$ cat config.mk
export PLATFORM = sky130hd
export DESIGN_NAME = mc_alu_flat
export DESIGN_NICKNAME = d
export VERILOG_FILES = /design/src/rtl/mc_alu_if.sv /design/src/rtl/mc_alu.sv /design/src/flat_wrapper.sv
export SDC_FILE = /design/constraint.sdc
export NUM_CORES = 1
export LEC_CHECK = 0
export CORE_MARGIN = 10
export CORE_UTILIZATION = 30
export CTS_CLUSTER_SIZE = 8
export DETAILED_ROUTE_END_ITERATION = 10
export PLACE_DENSITY = 0.49
export SETUP_SLACK_MARGIN = 0.1
export SYNTH_ARGS = -nofsm -noshare
export SYNTH_HDL_FRONTEND = slang
export SYNTH_SLANG_ARGS = --single-unit
$ cat constraint.sdc
create_clock -name CLK -period 4.7 [get_ports CLK]
set_input_delay 0.94 -clock CLK [delete_from_list [all_inputs] [get_ports CLK]]
set_output_delay 0.94 -clock CLK [all_outputs]
set_load 0.02 [all_outputs]
$ cat src/rtl/mc_alu_if.sv
// Bus bundle for mc_alu: request, operands and registered result/status.
interface mc_alu_if #(
  parameter int N = 64
);
  logic         Start;
  logic [3:0]   ALUCtrl;
  logic [N-1:0] BusA;
  logic [N-1:0] BusB;
  logic [N-1:0] BusW;
  logic         Zero;
  logic         Carry;
  logic         Busy;
  logic         Done;

  // Requester side: issues operations, observes results.
  modport master (
    output Start, ALUCtrl, BusA, BusB,
    input  BusW, Zero, Carry, Busy, Done
  );

  // ALU side: accepts operations, produces results.
  modport slave (
    input  Start, ALUCtrl, BusA, BusB,
    output BusW, Zero, Carry, Busy, Done
  );
endinterface

$ cat src/rtl/mc_alu.sv
// Multi-cycle ALU: single-cycle logic/arithmetic ops plus an N-iteration
// shift-and-add unsigned multiplier. Results are registered and marked
// by a one-cycle Done pulse; Zero follows the registered result.
module mc_alu #(
  parameter int N    = 64,
  parameter int CNTW = 7
) (
  input  logic     CLK,
  input  logic     resetl,
  mc_alu_if.slave  bus
);

  localparam logic [3:0] OP_AND   = 4'b0000;
  localparam logic [3:0] OP_OR    = 4'b0001;
  localparam logic [3:0] OP_ADD   = 4'b0010;
  localparam logic [3:0] OP_SUB   = 4'b0110;
  localparam logic [3:0] OP_PASSB = 4'b0111;
  localparam logic [3:0] OP_MOVZ  = 4'b1000;
  localparam logic [3:0] OP_MUL   = 4'b1001;

  // MOVZ keeps the low 16 bits of B, or all of B when N is narrower.
  localparam int MZW = (N < 16) ? N : 16;

  typedef enum logic [1:0] {
    S_IDLE,
    S_MUL,
    S_FIN
  } state_t;

  state_t          state;
  logic [N-1:0]    w_reg;
  logic            carry_reg;
  logic            busy_reg;
  logic            done_reg;
  logic [N-1:0]    acc;
  logic [N-1:0]    mcand;
  logic [N-1:0]    mplier;
  logic [CNTW-1:0] cnt;

  logic [N:0]      sum;
  logic [N:0]      diff;
  logic [N-1:0]    alu_w;
  logic            alu_c;

  // (N+1)-bit adders: the top bit is carry-out for ADD, not-borrow for SUB.
  assign sum  = {1'b0, bus.BusA} + {1'b0, bus.BusB};
  assign diff = {1'b0, bus.BusA} + {1'b0, ~bus.BusB} + {{N{1'b0}}, 1'b1};

  // Single-cycle result selection from the live operands at the accepting edge.
  always_comb begin
    // NOTE: every output of this block gets a default first, so no path
    // through the case leaves a value unassigned and no latch is inferred.
    alu_w = '0;
    alu_c = 1'b0;
    unique case (bus.ALUCtrl)
      OP_AND:   alu_w = bus.BusA & bus.BusB;
      OP_OR:    alu_w = bus.BusA | bus.BusB;
      OP_ADD:   begin alu_w = sum[N-1:0];  alu_c = sum[N];  end
      OP_SUB:   begin alu_w = diff[N-1:0]; alu_c = diff[N]; end
      OP_PASSB: alu_w = bus.BusB;
      OP_MOVZ:  alu_w[MZW-1:0] = bus.BusB[MZW-1:0];
      default:  ; // unlisted opcodes (and MUL, handled by the FSM) give zero
    endcase
  end

  // Control FSM with registered result, status and multiplier datapath.
  // NOTE: non-blocking assignments throughout, so every register samples the
  // pre-edge values of the others regardless of statement order.
  always_ff @(posedge CLK or negedge resetl) begin
    // NOTE: the multiplier working registers are reset as well, so an aborted
    // multiply leaves no stale operands behind.
    if (!resetl) begin
      state     <= S_IDLE;
      w_reg     <= '0;
      carry_reg <= 1'b0;
      busy_reg  <= 1'b0;
      done_reg  <= 1'b0;
      acc       <= '0;
      mcand     <= '0;
      mplier    <= '0;
      cnt       <= '0;
    end else begin
      done_reg <= 1'b0;
      unique case (state)
        S_IDLE: begin
          if (bus.Start) begin
            if (bus.ALUCtrl == OP_MUL) begin
              state    <= S_MUL;
              busy_reg <= 1'b1;
              acc      <= '0;
              cnt      <= '0;
              mcand    <= bus.BusA;
              mplier   <= bus.BusB;
            end else begin
              w_reg     <= alu_w;
              carry_reg <= alu_c;
              done_reg  <= 1'b1;
            end
          end
        end
        S_MUL: begin
          if (mplier[0]) begin
            acc <= acc + mcand;
          end
          mcand  <= mcand << 1;
          mplier <= mplier >> 1;
          cnt    <= cnt + 1'b1;
          if (cnt == CNTW'(N - 1)) begin
            state <= S_FIN;
          end
        end
        S_FIN: begin
          w_reg     <= acc;
          carry_reg <= 1'b0;
          done_reg  <= 1'b1;
          busy_reg  <= 1'b0;
          state     <= S_IDLE;
        end
        default: state <= S_IDLE;
      endcase
    end
  end

  assign bus.BusW  = w_reg;
  assign bus.Zero  = (w_reg == '0);
  assign bus.Carry = carry_reg;
  assign bus.Busy  = busy_reg;
  assign bus.Done  = done_reg;

endmodule

$ cat src/flat_wrapper.sv
// flat-port wrapper written by rule: the top's interface ports become plain ports
module mc_alu_flat 
#(
  parameter int N    = 64,
  parameter int CNTW = 7
)
  (CLK, resetl, bus_Start, bus_ALUCtrl, bus_BusA, bus_BusB, bus_BusW, bus_Zero, bus_Carry, bus_Busy, bus_Done);
  mc_alu_if #(.N(N)) bus_i ();
  input  logic CLK;
  input  logic resetl;
  input wire logic [$bits(bus_i.Start)-1:0] bus_Start;
  input wire logic [$bits(bus_i.ALUCtrl)-1:0] bus_ALUCtrl;
  input wire logic [$bits(bus_i.BusA)-1:0] bus_BusA;
  input wire logic [$bits(bus_i.BusB)-1:0] bus_BusB;
  output wire logic [$bits(bus_i.BusW)-1:0] bus_BusW;
  output wire logic [$bits(bus_i.Zero)-1:0] bus_Zero;
  output wire logic [$bits(bus_i.Carry)-1:0] bus_Carry;
  output wire logic [$bits(bus_i.Busy)-1:0] bus_Busy;
  output wire logic [$bits(bus_i.Done)-1:0] bus_Done;
  assign bus_i.Start = bus_Start;
  assign bus_i.ALUCtrl = bus_ALUCtrl;
  assign bus_i.BusA = bus_BusA;
  assign bus_i.BusB = bus_BusB;
  assign bus_BusW = bus_i.BusW;
  assign bus_Zero = bus_i.Zero;
  assign bus_Carry = bus_i.Carry;
  assign bus_Busy = bus_i.Busy;
  assign bus_Done = bus_i.Done;
  mc_alu #(.N(N), .CNTW(CNTW)) u_core (.CLK(CLK), .resetl(resetl), .bus(bus_i));
endmodule
==> results of run 1 <==
-- per-stage QoR --
step | setup WS [ns] | hold slack (ns) | area [µm²] | TNS [ns]
after floorplan | 0.666 | 0.438 | 25500 | 0
after global placement | -0.444 | 0.469 | 31400 | -9.69
after detailed placement | -0.521 | 0.479 | 31400 | -10.32
after CTS | 0.164 | 0.427 | 32600 | 0
after global routing | 0.0581 | 0.469 | 32700 | 0
final | 0.203 | 0.408 | 32700 | 0
-- what timing repair did --
action	CTS	global route
resized for setup	1	19
buffers inserted	0	2
hold buffers	0	0
pin swaps	0	3
cloned	0	0
endpoints found under the setup margin	1	20
-- sequential cells by signal, indices dropped and copies added (netlist names) --
| signal | flops |
|---|---|
| u_core.bus.BusW | 64 |
| u_core.mplier | 64 |
| u_core.bus.Carry | 1 |
| u_core.state | 2 |
| u_core.acc | 64 |
| u_core.bus.Done | 1 |
| u_core.mcand | 64 |
| u_core.bus.Busy | 1 |
| u_core.cnt | 7 |
-- worst max-delay path by stage --
stage                     cells after the start  slack [ns]                               to         start
after floorplan                              13        0.67  u_core.bus.BusW[62]$_DFFE_PN0P_  bus_BusB[18]
after global routing                         20        0.06  u_core.bus.BusW[34]$_DFFE_PN0P_   bus_BusB[0]
after detailed placement                     15       -0.52  u_core.bus.BusW[51]$_DFFE_PN0P_   bus_BusB[2]
after CTS                                    18        0.16     u_core.bus.Carry$_DFFE_PN0P_   bus_BusB[2]
final                                        19        0.20  u_core.bus.BusW[40]$_DFFE_PN0P_   bus_BusA[0]
after global placement                       15       -0.44  u_core.bus.BusW[51]$_DFFE_PN0P_   bus_BusB[2]
-- cell type report --
type | count | area (µm²) | share of cell area [%]
clock buffer | 48 | 1060 | 3.25
clock inverter | 5 | 60.1 | 0.184
inverter | 220 | 826 | 2.53
multi-input combinational | 2682 | 17300 | 53.0
sequential | 268 | 6710 | 20.5
tap | 1134 | 1420 | 4.34
timing repair buffer | 615 | 5300 | 16.2
-- metal layers --
metal | up-vias | wire length [µm] | global-route usage (%)
met5 | - | 162 | 0.858
met1 | 13700 | 54800 | 32.8
li1 | 13200 | - | -
met3 | 138 | 8170 | 4.04
met4 | 10 | 2090 | 4.42
met2 | 970 | 50500 | 34.9
-- critical path: stages --
cell,delay [ns]
clkdlybuf4s50_1,0.46
inv_1,0.10
ha_1,0.17
inv_1,0.06
fa_1,0.40
nor2b_1,0.17
o221ai_1,0.18
buf_4,0.16
a211oi_2,0.07
buf_4,0.16
o21ai_1,0.16
buf_4,0.18
and2_1,0.17
o21ai_1,0.13
a221oi_2,0.32
o21ai_0,0.21
a221o_1,0.43
mux2i_1,0.13
or3_1,0.31
-- logic make-up after synthesis --
| group | Yosys count | share of synthesized area (%) |
|---|---|---|
| multiplexers | 9 | 0.373 |
| AO/OA/AOI/OAI | 1231 | 31.8 |
| adder cells (fa/ha/maj) | 274 | 13.5 |
| buffers and inverters | 438 | 6.46 |
| flip-flops | 268 | 26.3 |
| AND/OR/NAND/NOR | 1093 | 18.9 |
| XOR/XNOR | 75 | 2.58 |
-- power breakdown --
part | leakage (nW) | total, mW | switching [mW] | internal, mW
Combinational | 11.0 | 10.6 | 6.24 | 4.36
Clock | 0.547 | 2.81 | 1.18 | 1.63
Sequential | 3.06 | 4.50 | 1.11 | 3.39
Total | 14.6 | 17.9 | 8.53 | 9.38
-- cells in the mapped netlist (6+ instances only) --
cell type | count | share of area [%]
nand2_1 | 453 | 6.7
nor2_1 | 314 | 4.6
a21oi_1 | 282 | 5.5
ha_1 | 271 | 13
dfrtp_1 | 268 | 26
o21ai_0 | 246 | 4.8
inv_1 | 219 | 3.2
clkbuf_1 | 206 | 3.0
a31oi_1 | 153 | 3.8
a22oi_1 | 71 | 2.1
a21o_1 | 70 | 2.1
o21bai_1 | 60 | 1.8
nor3_1 | 53 | 1.0
nor4_1 | 53 | 1.3
a221oi_1 | 49 | 1.7
a221o_1 | 48 | 1.9
nand3_1 | 48 | 0.94
nand4_1 | 46 | 1.1
xnor2_1 | 46 | 1.6
o211ai_1 | 30 | 0.88
xor2_1 | 29 | 1.0
o31ai_1 | 28 | 0.82
nand2b_1 | 25 | 0.61
o221ai_1 | 24 | 0.82
nor2b_1 | 23 | 0.56
a211oi_1 | 21 | 0.62
o22ai_1 | 18 | 0.44
a22o_1 | 17 | 0.58
and2_1 | 17 | 0.42
or2_2 | 17 | 0.42
and3_1 | 15 | 0.37
a211o_1 | 13 | 0.45
or3_1 | 11 | 0.27
buf_1 | 10 | 0.15
o21a_1 | 9 | 0.26
a2111oi_0 | 8 | 0.27
a21boi_0 | 7 | 0.21
a311oi_1 | 7 | 0.24
a31o_2 | 7 | 0.24
o31a_1 | 7 | 0.24
o41ai_1 | 7 | 0.24
o2111ai_1 | 6 | 0.21
==> metrics.txt, run 1 <==
syn_area_per_cell=7.52 µm²; Via Count=28.0k; CP Class=input port to flop; worst skew pair latency=between 0.5 and 0.6 ns; Synth Warn #=0; Final Core Density=38.9%; R2R depth=13; largest net degree at the start of global routing=95; maximum vdd drop=282 µV; htree depth=2; arrival time at the worst endpoint=4.94 ns; detail-routed via count per cell=5.64; fin cells=4972; R2R Setup Slk=0.53 ns; Synth Flop Type=dfrtp_1; Final Hold Viols=0; initial cell density of the core=30.4%; First-pass DRT Iterations=7; EDFF count, synth=0; Setup Viol. Count Final=0; Synth Net Count=3797; fin crit period=4.50 ns; Synth cell types=79; dpl cells=4917; worst min path class=input port to asynchronous set/reset pin; most frequent cells in the layout=nand2_1 (449), buf_4 (399), nor2_1 (313); Syn Std Cell Area=25500 µm²; ys async rst share=100%; Die Wd=312 µm; gr usage total=22.7%; RSZ-0062 raised after global routing=yes; outcome=finished clean; WL final=116000 µm; root buffer cell=clkbuf_16; area of the core=approximately 84000 µm²; commonest non-fill, non-tap cell in the layout=nand2_1; drt wl/cell=about 23 µm; Worst setup SP type=input port; Initial DRC Count=2739; number of routed nets with antenna violations=0; fmax=approximately 220 MHz; Tot Pwr=17.9 mW; Inserted Clock Buffers=between 40 and 50; Synth Register Bits=about 270; Antenna diodes=0; CP max FO=4; Mapped Cells=3388; first-pass GRT wire length=174000 µm; DRC Markers=0; PwrDens=548 nW/µm²; share of cells above drive strength 1=about 14%; CTS tree=done; I/O Buffers=a little over 200; number of fill cells=8787; die height=312 µm; RePlAce Congestion=just under 1; total global routing overflow=0; Die Area=about 97000 µm²; vias in the first global route=27.1k; leakage power=14.6 nW; relative slew slack=31.5%; post-synthesis sequential area ratio=26.3%; area delta synth->final=28.2%; Worst-path clk slew=~0.060 ns; Critical Path RT=5.14 ns; Final HPWL DP=91000 µm; Final period util=95.7%; Slew Limit Fails=0; Worst-Margin Slew=1.03 ns; clk_skew=~0.022 ns; CP Capture Type=flop; max-cap viol count=0; IO Pins=203; Row Count=106; final net count=approximately 4.2k; CTS sink cnt=268; initial antenna violation count=4; Worst R2R Start=u_core.mcand[0]$_DFFE_PN0P_; Max Buffers Root-to-Sink=3; reg-to-reg critical path endpoint=u_core.acc[62]$_DFFE_PN0P_
Power figures use the tool's default switching activity.
==> inputs of run 2 (changes only) <==
--- a/config.mk
+++ b/config.mk
@@ -5,6 +5,7 @@
 export SDC_FILE = /design/constraint.sdc
 export NUM_CORES = 1
 export LEC_CHECK = 0
+export CAP_MARGIN = 15
 export CORE_MARGIN = 10
 export CORE_UTILIZATION = 30
 export CTS_CLUSTER_SIZE = 8
==> constraint.sdc (replaced) <==
create_clock -name CLK -period 4.7 [get_ports CLK]
set_input_delay 0.47 -clock CLK [delete_from_list [all_inputs] [get_ports CLK]]
set_output_delay 0.47 -clock CLK [all_outputs]
set_load 0.02 [all_outputs]
==> run 2 against run 1 <==
Sequential share of layout area up 1.1 points; utilization is 2.0 points lower; via count decreased by 2.7%; register-to-register slack hardly changed; non-clock buffer count fell by 231; clock-buffer cell count grew 2.
==> metrics.txt, run 2 (synthesized netlist as in run 1, its figures left out) <==
fin crit period=4.36 ns (-0.138 ns); arrival time at the worst endpoint=4.86 ns (-0.08 ns); most frequent cells in the layout=nand2_1 (449), nor2_1 (313), a21oi_1 (282); die height=312 µm (unchanged); slowest CP cell=nor4_1; DR WL met3=8720 µm (+6.7%); number of fill cells=8812 (+0.28%); dpl cells=4687 (-4.7%); Routed met2 length=48500 µm (-3.8%); crit path cell chain=clkdlybuf4s50_1, inv_1, ha_1, a21oi_1, a2111oi_0, buf_4, nor4_1, a211oi_1, nor3_1, buf_4, o41ai_1, a21o_1, a21o_1, a31oi_1, mux2_2, a31oi_1; relative slew slack=27.4% (-4.1 points); root buffer cell=clkbuf_16; CP Capture Type=flop; worst min path class=input port to asynchronous set/reset pin; Antenna diodes=0 (unchanged); Max Buffers Root-to-Sink=3 (unchanged); Inserted Clock Buffers=42 (+2.4%); fin cells=4745 (-4.6%); Max stage delay on crit path=0.87 ns (+0.41 ns); Die Wd=312 µm (unchanged); gr usage total=22.3% (-0.48 points); DRC Markers=0 (unchanged); highest metal used=met5; largest net degree at the start of global routing=152 (+60%); RePlAce Congestion=0.940 (-4.3%); CP top delay family=compound AO/OA/AOI/OAI gates; Post-CTS Repair Setup Buffers=0 (unchanged); outcome=finished clean; Worst-Margin Slew=1.08 ns (+0.0520 ns); Psw=8.54 mW (+0.13%); CP bufs+invs=4 (-2); final net count=4007 (-5.4%); max-cap viol count=0 (unchanged); final hold slack=0.457 ns (+0.0489 ns); Comb pwr share=58.0% (-1.2 points); WL final=113000 µm (-1.9%); RSZ-0062 raised after global routing=no; clock share of power=17.0% (+1.3 points); drt wl/cell=23.9 µm (+2.7%); fmax=229 MHz (+3.2%); initial antenna violation count=4 (unchanged); first-pass GRT wire length=170000 µm (-2.0%); maximum vdd drop=319 µV (+13%); register share of total power=25.0% (about the same); area of the core=84000 µm² (unchanged); clk_skew=0.0193 ns (-0.00230 ns); PwrDens=579 nW/µm² (+5.8%); Die Area=97000 µm² (unchanged); detail-routed via count per cell=5.75 (+2.0%); sw frac=47.5% (-0.11 points); CP Depth=16 (-3); commonest non-fill, non-tap cell in the layout=nand2_1; share of cells above drive strength 1=7.95% (-5.8 points); CP Class=input port to flop; vias in the first global route=25.7k (-4.8%); Final period util=92.7% (-2.9 points); CP max FO=5 (+1); Row Count=106 (unchanged); Worst setup SP type=input port; R2R Setup Slk=0.53 ns (about the same); area delta synth->final=21.7%; Initial DRC Count=2686 (-1.9%); # hold bufs at CTS=1 (+1); IO Pins=203 (unchanged); M1 WL=54200 µm (-1.1%); CTS tree=done; Critical Path RT=5.20 ns (+0.06 ns); Worst-path clk slew=0.05 ns (about the same); leakage power=13.5 nW (-7.3%); R2R depth=13 (unchanged); I/O Buffers=202 (unchanged); Setup Viol. Count Final=0 (unchanged); initial cell density of the core=30.4% (unchanged); Slew Limit Fails=0 (unchanged); htree depth=2 (unchanged); total global routing overflow=0 (unchanged); Via Count=27.3k (-2.7%); CTS sink cnt=268 (unchanged); First-pass DRT Iterations=6 (-1); Tot Pwr=18.0 mW (+0.36%); post-CTS resize count=0 (-1); Final Hold Viols=0 (unchanged); Cell Int Power=9.43 mW (+0.56%); worst skew pair latency=0.59 ns (about the same); number of routed nets with antenna violations=0 (unchanged); Final HPWL DP=87500 µm (-3.9%)
-- run 2: power by group through the flow --
stage                     Clock, mW  Sequential, mW  Combinational [mW]
after CTS                      3.12            4.47                10.4
after global placement            0            4.50                10.3
final                          3.06            4.49                10.4
after floorplan                   0            4.24                6.98
after global routing           3.20            4.60                11.5
after detailed placement          0            4.49                10.3
-- run 2: per-stage QoR --
step	cell area [µm²]	setup slack, ns	TNS, ns	util [%]
CTS	31000	0.489	0	36.9
detailed placement	29700	-0.0994	-0.210	35.4
finish	31000	0.342	0	36.9
floorplan	25500	1.14	0	-
global route	31000	0.206	0	36.9
global placement	29700	-0.148	-0.176	35.4
-- run 2: final timing paths --
path / start / end
worst max-delay path: bus_BusA[2] / u_core.bus.BusW[61]$_DFFE_PN0P_
worst min-delay path: resetl / u_core.mcand[10]$_DFFE_PN0P_
worst max register to register: u_core.mcand[0]$_DFFE_PN0P_ / u_core.acc[44]$_DFFE_PN0P_
worst min register to register: u_core.cnt[6]$_DFFE_PN0P_ / u_core.state[1]$_DFFE_PN0P_
max in group asynchronous: resetl / u_core.acc[38]$_DFFE_PN0P_
min in group CLK: u_core.cnt[6]$_DFFE_PN0P_ / u_core.state[1]$_DFFE_PN0P_
-- run 2: final cells by class --
class / instances / area (µm²) / share of cell area [%]
clock buffer: 50 / 1130 / 3.65
clock inverter: 7 / 133 / 0.428
inverter: 220 / 826 / 2.66
multi-input combinational: 2682 / 17200 / 55.5
sequential: 268 / 6710 / 21.6
tap: 1134 / 1420 / 4.57
timing repair buffer: 384 / 3600 / 11.6
-- run 2: worst reg2reg max path, stage by stage, from the launching register on --
cell      delay (ns)
dfrtp_1         0.40
ha_1            0.27
fa_1            0.46
a211oi_1        0.27
nor2_1          0.12
o21ai_0         0.39
a21oi_1         0.25
o21ai_0         0.46
a21oi_1         0.22
o21ai_0         0.42
o21bai_1        0.18
a21oi_1         0.27
nor4_1          0.08
a221o_1         0.29
-- run 2: layer usage --
layer,track usage (%),vias to the layer above
met2,33.6,1022
met4,4.14,8
met1,32.8,13400
li1,-,12800
met3,3.95,120
met5,0,-
